===== src/rtl/openloop_startup_seq.sv =====
// Open-loop start-up sequencer: align, ramp, run and brake.
// Produces the angle and amplitude that drive the SVPWM stage.
module openloop_startup_seq #(
  parameter int ALIGN_AMP   = 200,
  parameter int ALIGN_TICKS = 1024,
  parameter int RUN_AMP     = 400,
  parameter int AMP_STEP    = 1,
  parameter int RUN_INC     = 655,
  parameter int INC_STEP    = 1
) (
  input  logic        clk,
  input  logic        rst_n,
  input  logic        i_pwm_tick,
  input  logic        i_start,
  input  logic        i_stop,
  input  logic        i_fault,
  output logic [15:0] o_theta,
  output logic [8:0]  o_v_amp,
  output logic        o_en,
  output logic [2:0]  o_state
);

  typedef enum logic [2:0] {
    S_IDLE  = 3'd0,
    S_ALIGN = 3'd1,
    S_RAMP  = 3'd2,
    S_RUN   = 3'd3,
    S_BRAKE = 3'd4,
    S_FAULT = 3'd5
  } state_t;

  localparam logic [9:0]  A_AMP = 10'(ALIGN_AMP);
  localparam logic [9:0]  R_AMP = 10'(RUN_AMP);
  localparam logic [9:0]  A_STP = 10'(AMP_STEP);
  localparam logic [16:0] R_INC = 17'(RUN_INC);
  localparam logic [16:0] I_STP = 17'(INC_STEP);
  localparam logic [15:0] A_TCK = 16'(ALIGN_TICKS);

  state_t      state_q, state_d;
  logic [15:0] theta_q, theta_d;
  logic [8:0]  amp_q, amp_d;
  logic [15:0] inc_q, inc_d;
  logic [15:0] cnt_q, cnt_d;
  logic        en_q, en_d;

  logic [9:0]  amp_w;
  logic [8:0]  align_amp;
  logic [8:0]  ramp_amp;
  logic [8:0]  brake_amp;
  logic [16:0] inc_up;
  logic [15:0] ramp_inc;
  logic [15:0] cnt_nx;
  logic        ramp_done;

  // Saturating steps work on distances so nothing can wrap
  always_comb begin
    amp_w = {1'b0, amp_q};
    align_amp = A_AMP[8:0];
    if (amp_w < A_AMP && (A_AMP - amp_w) > A_STP)
      align_amp = amp_q + A_STP[8:0];
    ramp_amp = R_AMP[8:0];
    if (amp_w < R_AMP && (R_AMP - amp_w) > A_STP)
      ramp_amp = amp_q + A_STP[8:0];
    else if (amp_w > R_AMP && (amp_w - R_AMP) > A_STP)
      ramp_amp = amp_q - A_STP[8:0];
    brake_amp = '0;
    if (amp_w > A_STP)
      brake_amp = amp_q - A_STP[8:0];
    inc_up = {1'b0, inc_q} + I_STP;
    ramp_inc = (inc_up >= R_INC) ? R_INC[15:0] : inc_up[15:0];
    ramp_done = (ramp_inc == R_INC[15:0]) &&
                (ramp_amp == R_AMP[8:0]);
    cnt_nx = cnt_q + 16'd1;
  end

  always_comb begin
    state_d = state_q;
    theta_d = theta_q;
    amp_d   = amp_q;
    inc_d   = inc_q;
    cnt_d   = cnt_q;
    en_d    = en_q;
    if (i_fault) begin
      state_d = S_FAULT;
      amp_d   = '0;
      inc_d   = '0;
      en_d    = 1'b0;
    end else begin
      unique case (state_q)
        S_IDLE: begin
          theta_d = '0;
          amp_d   = '0;
          inc_d   = '0;
          en_d    = 1'b0;
          if (i_start && !i_stop) begin
            state_d = S_ALIGN;
            cnt_d   = '0;
            en_d    = 1'b1;
          end
        end
        S_ALIGN: begin
          if (i_stop) begin
            state_d = S_BRAKE;
          end else if (i_pwm_tick) begin
            amp_d = align_amp;
            cnt_d = cnt_nx;
            if (cnt_nx == A_TCK) state_d = S_RAMP;
          end
        end
        S_RAMP: begin
          if (i_stop) begin
            state_d = S_BRAKE;
          end else if (i_pwm_tick) begin
            inc_d   = ramp_inc;
            theta_d = theta_q + ramp_inc;
            amp_d   = ramp_amp;
            if (ramp_done) state_d = S_RUN;
          end
        end
        S_RUN: begin
          if (i_stop) begin
            state_d = S_BRAKE;
          end else if (i_pwm_tick) begin
            theta_d = theta_q + R_INC[15:0];
          end
        end
        S_BRAKE: begin
          if (i_pwm_tick) begin
            amp_d   = brake_amp;
            theta_d = theta_q + inc_q;
            if (brake_amp == '0) begin
              state_d = S_IDLE;
              theta_d = '0;
              inc_d   = '0;
              en_d    = 1'b0;
            end
          end
        end
        S_FAULT: begin
          if (!i_start) begin
            state_d = S_IDLE;
            theta_d = '0;
          end
        end
        default: begin
          state_d = S_IDLE;
          theta_d = '0;
          amp_d   = '0;
          inc_d   = '0;
          en_d    = 1'b0;
        end
      endcase
    end
  end

  always_ff @(posedge clk) begin
    if (!rst_n) begin
      state_q <= S_IDLE;
      theta_q <= '0;
      amp_q   <= '0;
      inc_q   <= '0;
      cnt_q   <= '0;
      en_q    <= 1'b0;
    end else begin
      state_q <= state_d;
      theta_q <= theta_d;
      amp_q   <= amp_d;
      inc_q   <= inc_d;
      cnt_q   <= cnt_d;
      en_q    <= en_d;
    end
  end

  assign o_theta = theta_q;
  assign o_v_amp = amp_q;
  assign o_en    = en_q;
  assign o_state = state_q;

endmodule


===== config.mk =====
export PLATFORM = sky130hd
export DESIGN_NAME = openloop_startup_seq
export DESIGN_NICKNAME = d
export VERILOG_FILES = /design/src/rtl/openloop_startup_seq.sv
export SDC_FILE = /design/constraint.sdc
export NUM_CORES = 1
export LEC_CHECK = 0
export ABC_AREA = 1
export BUFFER_PORTS_ARGS = -buffer_cell sky130_fd_sc_hd__buf_2
export CORE_MARGIN = 1.5
export CORE_UTILIZATION = 59
export DETAILED_ROUTE_END_ITERATION = 7
export PLACE_DENSITY = 0.87
export SLEW_MARGIN = 20
export SYNTH_ARGS = -nofsm -noshare
export SYNTH_HDL_FRONTEND = slang
export SYNTH_SLANG_ARGS = --single-unit

===== constraint.sdc =====
create_clock -name clk -period 8.45 [get_ports clk]
set_clock_uncertainty 0.2 [all_clocks]
set_input_delay 0 -clock clk [delete_from_list [all_inputs] [get_ports clk]]
set_output_delay 0 -clock clk [all_outputs]
set_load 0.005 [all_outputs]

==> impl_metrics.csv, run 1 <==
group,metric,value,unit
placement,post-place-ws,4.28,ns
synthesis,synthCells,961,
global_routing,antenna_found_initial,0,
finish,fillers,887,
critical_path,r2r_end,"o_theta[9]",
pwr,switching_share,32.7,%
finish,multi_input_area,4040,µm²
placement,gp_congestion,0.966,
critical_path,cp-endpoint,"o_theta[9]",
global_routing,grt_remaining_overflow,0,
flow_run,max_cap_viol_count,0,
timing,setup_viol,0,
critical_path,setup.worst_path.start,"inc_q[1]",
critical_path,r2r_start,"inc_q[1]",
cts,post_cts_buffers,0,
detailed_routing,vias,6289,
synthesis,ys_seq_area_share,21.1,%
synthesis,synthMuxAreaShare,0,%
critical_path,slowest_delay,0.48,ns
critical_path,cpMaxStageDelayCell,"dfxtp_1",
detailed_routing,drtIter0Drc,392,
finish,layout.nets,1045,
synthesis,synth-seq-cells,61,
detailed_routing,vias_per_cell,5.56,
synthesis,synth_area_per_cell,6.01,µm²
critical_path,cp_num_buf_inv,2,
synthesis,synth-warning-count,0,
placement,place_hpwl,11.3,mm
synthesis,synth-adder-area-share,9.14,%
detailed_routing,drt-total-wl,15.2,mm
outcome,outcome,"complete, no violations",
finish,area_growth,9.14,%
timing,min_period,4.41,ns
floorplan,die_h,102,µm
pwr,power_density,117,nW/µm²
floorplan,rows,35,
synthesis,synth_top_family_by_area,"simple AND/OR/NAND/NOR gates",
synthesis,synthArstFlopShare,0,%
critical_path,cp-start-kind,"register",
critical_path,crit_type,"reg2reg",
synthesis,synthDistinctLibCells,48,
floorplan,boundaryPins,35,
critical_path,crit_top_cell,"nand2_1",
synthesis,synthSimpleGateAreaFrac,39.4,%
critical_path,r2r_slack,4.04,ns
pwr,p_int,0.497,mW
cts,clk_path_buf_depth,2,
cts,cts_resized,0,
timing,clock.fmax,0.227,GHz
floorplan,die_x,102,µm
detailed_routing,drc_errors,0,
floorplan,coreArea,9370,µm²
synthesis,synth-edff-count,0,
pwr,p_leak,2.91,nW
detailed_routing,wl_per_cell,13.4,µm
synthesis,synthXorXnorAreaFrac,4.85,%
critical_path,crit_arrival,4.42,ns
timing,setup_tns,0,ns
timing,timing.slew.headroom,31.6,%
pwr,total_power,0.738,mW
synthesis,synth_flop_cell,"dfxtp_1",
cts,cts_tree,"yes",
critical_path,cp_num_cells,23,
detailed_routing,drtPass1Iterations,5,
critical_path,worstPathCellList,"ha_1 -> nand2_1 -> nor2_2 -> nand2_1 -> nor2_1 -> xnor2_1 -> nand2_1 -> nor2_1 -> nand2_1 -> inv_1 -> nand2_1 -> nor2_1 -> inv_1 -> ha_1 -> nand2_1 -> nor2_1 -> a21oi_1 -> o21ai_0 -> a21oi_1 -> xor2_1 -> nor2_1 -> o21ai_0 -> a21oi_1",
cts,cts_made_buffers,9,
timing,drv_slew,0,
timing,worst_slew_pin_slew,1.02,ns
critical_path,worstRegToRegCells,23,
finish,diodes,0,
finish,drive_above_1_share,9.17,%
global_routing,grt_pass1_wl,25.2,mm
timing,rsz0062_at_grt,"false",
critical_path,cp_max_fo,12,
floorplan,die-area,10400,µm²
cts,clock-root-buffer,"clkbuf_8",
global_routing,grt_usage,30.1,%
pwr,power_frac_comb,18.8,%
worst_hold_path,hp-class,"in2reg",
cts,clkLatencyLatePin,0.35,ns
pwr,vdd_ir_drop_max,95.5,µV
synthesis,syn_area,5780,µm²
synthesis,synth.top_cell.area_share,21.1,%
synthesis,yosysTopAreaCell,"dfxtp_1",
cts,h-tree-depth,3,
critical_path,critPathTopFamily,"simple AND/OR/NAND/NOR gates",
global_routing,grt_max_degree,33,
synthesis,synth_commonest_cells,"284 x nand2_1, 111 x nor2_1, 102 x inv_1",
placement,io_buffers,34,
timing,period_share,52.1,%
pwr,p_sw,0.242,mW
synthesis,yosysMostFrequentCell,"nand2_1",
floorplan,start_util,61.6,%
finish,regArea,1220,µm²
detailed_routing,postRouteAntennaNets,0,
global_routing,grt_pass1_vias,5501,
critical_path,critPathRequiredTime,8.46,ns
cts,hold_buffers,6,
pwr,pwr-share-seq,40.2,%
timing,hold_violations,0,
cts,clock-sinks,61,
critical_path,crit_path_end_kind,"register",
cts,clkSlewWorstSetupHoldPaths,0.08,ns
timing,setup_slack,4.04,ns
synthesis,synthTopCellsByArea,"dfxtp_1 21%, nand2_1 18%, ha_1 8.4%",
synthesis,synth_compound_area_share,16.1,%
pwr,power_frac_clock,40.9,%
[layer usage]
metal	share of wire [%]	routed length, µm	up-vias	GRT usage (%)
li1	-	-	3212	-
met1	46	6990	2843	40.5
met2	46	7060	205	50.1
met3	5.7	872	29	3.83
met4	1.7	265	0	10.1
met5	0	0	-	0
[tightest hold or removal path, delay by kind of cell]
kind            cells  cell delay [ns]
compound gates      1             0.05
simple gates        3             0.35
buf+inv             1             0.14
[power groups by stage]
stage	clock network, mW	logic [mW]	registers (mW)
after CTS	0.306	0.135	0.297
after global placement	0	0.131	0.304
after floorplan	0	0.103	0.302
after global routing	0.319	0.153	0.298
final	0.302	0.139	0.297
after detailed placement	0	0.132	0.304
[cell usage in the layout, fill, tap and decap left out, types with 3 or more instances in the layout]
master         instances
dlygate4sd3_1          6
nand2_2                6
nor2_1               111
xor2_1                24
inv_4                  3
o31ai_1                5
a21oi_1               92
conb_1                 5
o21ai_0               36
ha_1                  39
o21ai_1                5
nor4_1                 3
dfxtp_1               61
nand2_1              284
a21o_1                 3
a31oi_1                3
o21bai_1               4
nor3_1                14
nand4_1               10
o22ai_1                8
buf_2                 34
nor2_2                11
clkbuf_8               9
inv_1                101
nand3_1               71
xnor2_1                8
nor2_4                 7
inv_2                  7
[cell type report]
cell class / instances / area share (%)
Clock buffer: 9 / 1.96
Clock inverter: 7 / 1.57
Inverter: 113 / 6.87
Multi-Input combinational cell: 773 / 64.0
Sequential cell: 61 / 19.4
Tap cell: 129 / 2.56
Timing Repair Buffer: 40 / 3.65
[stage by stage]
step / area (µm²) / hold slack, ns / util [%] / instances
after detailed placement: 6020 / 0.0385 / 64.3 / 1110
after global placement: 6020 / 0.0335 / 64.3 / 1110
after CTS: 6300 / 0.0241 / 67.3 / 1132
after floorplan: 5790 / -0.102 / - / 965
final: 6300 / 0.0355 / 67.3 / 1132
after global routing: 6300 / 0.0633 / 67.3 / 1132
[logic make-up after synthesis]
family,after synthesis
AOI/OAI and AO/OA,169
xor gates and xnor gates,32
adders and majority gates,41
buffers and inverters,131
DFF,61
other,1
and+or+nand+nor,526
[sequential cells by signal, indices dropped and copies added, names as in the netlist]
| register | cells |
|---|---|
| o_en | 1 |
| o_theta | 16 |
| inc_q | 16 |
| o_v_amp | 9 |
| cnt_q | 16 |
| o_state | 3 |
[worst min path at each step]
stage / startpoint / endpoint / slack (ns) / cells after the start
after floorplan: rst_n / o_state[2] / -0.10 / 2
after global placement: rst_n / o_state[2] / 0.03 / 3
after detailed placement: rst_n / o_state[2] / 0.04 / 3
after CTS: i_pwm_tick / o_v_amp[8] / 0.02 / 5
after global routing: i_pwm_tick / o_v_amp[8] / 0.06 / 5
final: i_pwm_tick / o_v_amp[5] / 0.04 / 5
Note: power is estimated with default switching activity, not from simulation.
==> run 2: changes to the inputs <==
- ABC_AREA: 1 -> 0
- clock period: 8.45 -> 4.3 ns (I/O delays scaled with it)
==> run 2 against run 1 <==
Net effect:
- via count fell by 0.43%
- cell count decreased by 17%
- clock power rose by 78%
- the flow now finishes with violations (negative setup slack)
- largest cell class unchanged
- synthesized area shrank 4.0%
- combinational power grew 110%
==> impl_metrics.csv, run 2 <==
group,metric,value,unit
cts,clk_path_buf_depth,2,
pwr,power_frac_comb,21.0,%
placement,io_buffers,34,
detailed_routing,drc_errors,0,
timing,hold_violations,0,
critical_path,crit_top_cell,"buf_4",
pwr,p_int,0.937,mW
cts,clkSlewWorstSetupHoldPaths,0.08,ns
cts,clkLatencyLatePin,0.37,ns
outcome,violations,"negative setup slack",
timing,period_share,102,%
synthesis,synth_commonest_cells,"94 x nor2_1, 68 x a21oi_1, 65 x nand2_1",
critical_path,slowest_delay,0.37,ns
critical_path,cp-start-kind,"register",
critical_path,worstRegToRegCells,19,
pwr,power_frac_clock,38.2,%
detailed_routing,drtIter0Drc,502,
synthesis,synthCells,759,
pwr,p_sw,0.473,mW
synthesis,synth-warning-count,0,
timing,min_period,4.40,ns
pwr,pwr-share-seq,40.8,%
critical_path,worstPathCellList,"and4_4 -> or3_4 -> a211oi_2 -> o221ai_2 -> a211oi_2 -> buf_4 -> nand2_1 -> a21oi_2 -> ha_1 -> buf_4 -> o2111ai_1 -> a31oi_2 -> a2111oi_2 -> buf_4 -> o21ai_0 -> xnor2_1 -> o22ai_1 -> a22oi_1 -> nor2_1",
floorplan,rows,35,
cts,clock-root-buffer,"clkbuf_8",
timing,rsz0062_at_grt,"true",
placement,gp_congestion,1.04,
finish,fin_area,6490,µm²
flow_run,max_cap_viol_count,0,
floorplan,start_util,60.6,%
synthesis,synthDistinctLibCells,71,
floorplan,die_x,99.9,µm
synthesis,synth_area_per_cell,7.30,µm²
global_routing,grt_remaining_overflow,0,
synthesis,synth_flop_cell,"dfxtp_1",
synthesis,synth-edff-count,0,
floorplan,boundaryPins,35,
placement,dpl_cell_area,6020,µm²
critical_path,cp_max_fo,11,
detailed_routing,vias,6262,
pwr,power_density,217,nW/µm²
placement,post-place-cells,910,
detailed_routing,drt-total-wl,17.0,mm
floorplan,die-area,9990,µm²
critical_path,r2r_end,"o_theta[10]",
finish,final_cells,937,
detailed_routing,postRouteAntennaNets,0,
cts,h-tree-depth,3,
detailed_routing,drtPass1Iterations,8,
cts,cts_made_buffers,9,
synthesis,ys_seq_area_share,22.0,%
global_routing,grt_pass1_vias,5736,
critical_path,r2r_slack,-0.1,ns
pwr,p_leak,2.73,nW
finish,diodes,0,
timing,worst_slew_pin_slew,0.824,ns
cts,clock-sinks,61,
synthesis,synth.top_cell.area_share,22.0,%
synthesis,syn_area,5540,µm²
finish,area_growth,17.0,%
synthesis,yosysMostFrequentCell,"nor2_1",
outcome,outcome,"finished, violations left",
critical_path,critPathRequiredTime,4.35,ns
critical_path,r2r_start,"inc_q[3]",
timing,timing.slew.headroom,45.0,%
critical_path,crit_path_end_kind,"register",
detailed_routing,wl_per_cell,18.1,µm
finish,layout.nets,868,
global_routing,grt_usage,33.5,%
global_routing,grt_pass1_wl,27.1,mm
timing,clock.fmax,0.227,GHz
finish,final_common_cell,"nor2_1",
placement,place_hpwl,11.8,mm
critical_path,cp-endpoint,"o_theta[10]",
worst_hold_path,hp-class,"in2reg",
global_routing,grt_max_degree,34,
finish,final_cell_mix,"94 x nor2_1, 66 x a21oi_1, 64 x nand2_1",
pwr,switching_share,33.5,%
timing,setup_tns,-0.229,ns
critical_path,crit_type,"reg2reg",
synthesis,synthTopCellsByArea,"dfxtp_1 22%, ha_1 8.8%, nor2_1 6.4%",
pwr,vdd_ir_drop_max,177,µV
global_routing,antenna_found_initial,0,
critical_path,setup.worst_path.start,"inc_q[3]",
timing,drv_slew,0,
cts,cts_tree,"yes",
finish,drive_above_1_share,18.2,%
detailed_routing,vias_per_cell,6.68,
critical_path,crit_arrival,4.44,ns
floorplan,coreArea,9150,µm²
synthesis,synthArstFlopShare,0,%
timing,setup_slack,-0.0959,ns
floorplan,die_h,99.9,µm
timing,setup_viol,3,
synthesis,yosysTopAreaCell,"dfxtp_1",
synthesis,synth-seq-cells,61,
critical_path,cpMaxStageDelayCell,"dfxtp_4",
run 2: power groups by stage:
stage	logic, mW	clock network [mW]	registers (mW)
detailed placement	0.278	0	0.589
finish	0.297	0.538	0.575
CTS	0.286	0.538	0.575
floorplan	0.203	0	0.591
global placement	0.270	0	0.588
global route	0.325	0.570	0.576
run 2: final cells by class:
| cell class | instances | area (µm²) |
|---|---|---|
| clock buffers | 9 | 124 |
| repair buffers | 91 | 617 |
| inverters | 20 | 75.1 |
| well taps | 111 | 139 |
| clock inverters | 7 | 75.1 |
| fillers | 706 | 2660 |
| multi-input cells | 638 | 4230 |
| flip-flops and latches | 61 | 1230 |
run 2: cell families (layout without fill, tap and decap cells):
family                     Yosys count  count (layout)  synth area share, %
and+or+nand+nor                    306             306                 27.2
buffers and inverters               64             127                 4.96
AOI/OAI and AO/OA                  235             235                 28.0
DFF                                 61              61                 22.0
muxes                                6               6                 1.13
adders and majority gates           42              42                 9.70
xor gates and xnor gates            44              44                 6.95
other                                1               5               0.0676
run 2: what timing repair did:
item | in CTS | in global routing
pin swaps | 7 | 9
hold buffers | 6 | 0
setup buffers | 0 | 5
resized for setup | 19 | 23
setup endpoints to repair | 8 | 7
endpoints found under the hold margin | 11 | 0
run 2: routing by layer:
| layer | global-route usage (%) | wire length (µm) |
|---|---|---|
| met2 | 54.3 | 7920 |
| met4 | 15.2 | 592 |
| met1 | 42.6 | 6960 |
| met3 | 7.45 | 1480 |
| met5 | 0 | 0 |
run 2: worst max-delay path: cells and delay by family, from the launching register on:
family,cells,cell delay (ns)
flops,1,0.37
fa+ha+maj,1,0.28
compound gates,10,1.95
xor+xnor,1,0.16
buf+inv,3,0.58
simple gates,4,0.75
run 2: worst min-delay path by stage:
stage | slack [ns] | from | cells after the start | endpoint
after global routing | 0.07 | i_pwm_tick | 5 | o_theta[12]
after floorplan | -0.06 | rst_n | 2 | o_theta[11]
final | 0.05 | i_pwm_tick | 5 | o_theta[12]
after CTS | 0.08 | i_pwm_tick | 5 | o_theta[12]
after detailed placement | 0.16 | i_start | 3 | o_en
after global placement | 0.15 | i_start | 3 | o_en
run 2: per-stage QoR:
stage / hold WS, ns / power, mW / setup slack [ns] / util (%)
after floorplan: -0.0613 / 0.794 / 0.0113 / -
after global placement: 0.147 / 0.858 / -0.209 / 65.8
after detailed placement: 0.155 / 0.867 / -0.384 / 65.8
after CTS: 0.0797 / 1.40 / 0.0105 / 69.4
after global routing: 0.0679 / 1.47 / -0.260 / 70.9
final: 0.0521 / 1.41 / -0.0959 / 70.9
==> run 3: changes to the inputs <==
- CORE_MARGIN: 1.5 -> not set
==> run 3 against run 2 <==
Net effect:
- the flow now finishes without violations
- global-route usage up 0.58 points
- die area shrank 2.0%
- setup slack improved by 0.19 ns
- clock power grew 10%
- via count down 1.8%
- sequential cell count did not move
- count of clock-buffer cells in the layout did not move
- worst hold slack improved by 0.14 ns
- critical path depth is the same
- sequential share of layout area fell by 0.15 points
- routed wire length fell by 3.2%
- final area hardly changed
- critical endpoint is now o_theta[14]
- largest power group is now clock
==> impl_metrics.csv, run 3 (synthesis results as in run 2) <==
group,metric,value,unit
outcome,outcome,"complete, no violations",
timing,min_period,4.20,ns
timing,whs,0.188,ns
cts,clkLatencyLatePin,0.35,ns
detailed_routing,postRouteAntennaNets,0,
critical_path,crit_top_cell,"a211oi_2",
timing,period_share,97.7,%
cts,clock-root-buffer,"clkbuf_8",
floorplan,die_x,98.9,µm
worst_hold_path,hp-class,"in2reg",
timing,hold_violations,0,
timing,setup_viol,0,
critical_path,worstPathCellList,"and4_4 -> buf_4 -> mux2_2 -> a41o_1 -> o31ai_2 -> a211oi_2 -> and2_4 -> nand2_1 -> ha_2 -> inv_1 -> fa_1 -> nand3b_1 -> a31oi_4 -> a211oi_2 -> a31o_2 -> o2bb2ai_2 -> xor2_1 -> a222oi_1 -> nor3_1",
critical_path,cp_max_fo,7,
floorplan,die_h,98.9,µm
cts,clk_path_buf_depth,2,
detailed_routing,vias_per_cell,6.55,
placement,io_buffers,34,
floorplan,rows,35,
detailed_routing,drc_errors,0,
pwr,p_leak,2.72,nW
pwr,power_density,226,nW/µm²
placement,place_hpwl,11.5,mm
critical_path,worstRegToRegCells,19,
critical_path,cp-endpoint,"o_theta[14]",
timing,rsz0062_at_grt,"true",
critical_path,setup.worst_path.start,"inc_q[1]",
global_routing,grt_usage,34.1,%
floorplan,die-area,9790,µm²
critical_path,cpMaxStageDelayCell,"fa_1",
global_routing,grt_pass1_wl,27.2,mm
critical_path,r2r_start,"inc_q[1]",
finish,diodes,0,
flow_run,max_cap_viol_count,0,
detailed_routing,wl_per_cell,17.5,µm
detailed_routing,drtPass1Iterations,7,
global_routing,grt_pass1_vias,5696,
critical_path,r2r_end,"o_theta[14]",
global_routing,grt_remaining_overflow,0,
critical_path,r2r_slack,0.1,ns
finish,drive_above_1_share,18.0,%
detailed_routing,vias,6148,
floorplan,boundaryPins,35,
timing,clock.fmax,0.238,GHz
placement,post-place-cells,913,
global_routing,antenna_found_initial,0,
finish,fin_area,6490,µm²
detailed_routing,drt-total-wl,16.4,mm
cts,cts_made_buffers,9,
finish,fin_util,70.9,%
cts,clock-sinks,61,
timing,timing.slew.headroom,42.5,%
finish,area_growth,17.1,%
detailed_routing,drtIter0Drc,372,
cts,h-tree-depth,3,
critical_path,crit_arrival,4.22,ns
cts,clkSlewWorstSetupHoldPaths,0.08,ns
finish,final_cells,938,
placement,dpl_cell_area,6050,µm²
finish,final_common_cell,"nor2_1",
floorplan,coreArea,9150,µm²
critical_path,slowest_delay,0.38,ns
cts,cts_tree,"yes",
floorplan,start_util,60.6,%
critical_path,cp-start-kind,"register",
critical_path,crit_path_end_kind,"register",
pwr,vdd_ir_drop_max,140,µV
critical_path,crit_type,"reg2reg",
critical_path,critPathRequiredTime,4.32,ns
timing,drv_slew,0,
finish,final_cell_mix,"94 x nor2_1, 66 x a21oi_1, 64 x nand2_1",
timing,worst_slew_pin_slew,0.863,ns
pwr,total_power,1.47,mW
placement,gp_congestion,0.965,
finish,layout.nets,869,
global_routing,grt_max_degree,35,
run 3: critical path, delay by kind of cell, from the launching register on:
family          cells  cell delay, ns
simple gates        5            0.86
compound gates      8            1.43
xor+xnor            1            0.08
buf+inv             2            0.22
flops               1            0.36
fa+ha+maj           2            0.58
mux                 1            0.33
run 3: how the worst min path moves through the flow:
stage                from          end  depth (start not counted)
2_1_floorplan       rst_n  o_theta[11]                          2
3_3_place_gp      i_start         o_en                          3
3_5_place_dp      i_start         o_en                          3
4_1_cts        i_pwm_tick  o_theta[14]                          6
5_1_grt        i_pwm_tick  o_theta[11]                          5
6_report       i_pwm_tick  o_theta[12]                          6
run 3: stage by stage:
| step | setup slack, ns | setup TNS, ns |
|---|---|---|
| after floorplan | 0.0113 | 0 |
| after global placement | -0.126 | -0.129 |
| after detailed placement | -0.220 | -0.383 |
| after CTS | 0.0238 | 0 |
| after global routing | -0.131 | -0.509 |
| final | 0.0971 | 0 |
run 3: final cells by class:
type / instances / area (µm²)
fillers: 734 / 2660
well taps: 111 / 139
clock buffers: 9 / 124
flip-flops and latches: 61 / 1220
clock inverters: 7 / 98.8
repair buffers: 92 / 624
inverters: 20 / 75.1
multi-input cells: 638 / 4210
run 3: timing repair:
action / in CTS / in global routing
hold endpoints to repair: 8 / 0
setup endpoints to repair: 4 / 7
setup buffers: 3 / 0
pin swaps: 4 / 12
resized for setup: 8 / 26
hold buffers: 6 / 0
run 3: layer usage:
metal | wire length (µm) | part of all wire, % | track usage, %
met1 | 7170 | 44 | 46.4
met2 | 7670 | 47 | 55.0
met3 | 1200 | 7.3 | 4.82
met4 | 370 | 2.3 | 12.1
met5 | 0 | 0 | 0
run 3: report_power, final:
part	internal [mW]	switching (mW)
Sequential	0.570	0.00570
Clock	0.329	0.265
Combinational	0.0974	0.202
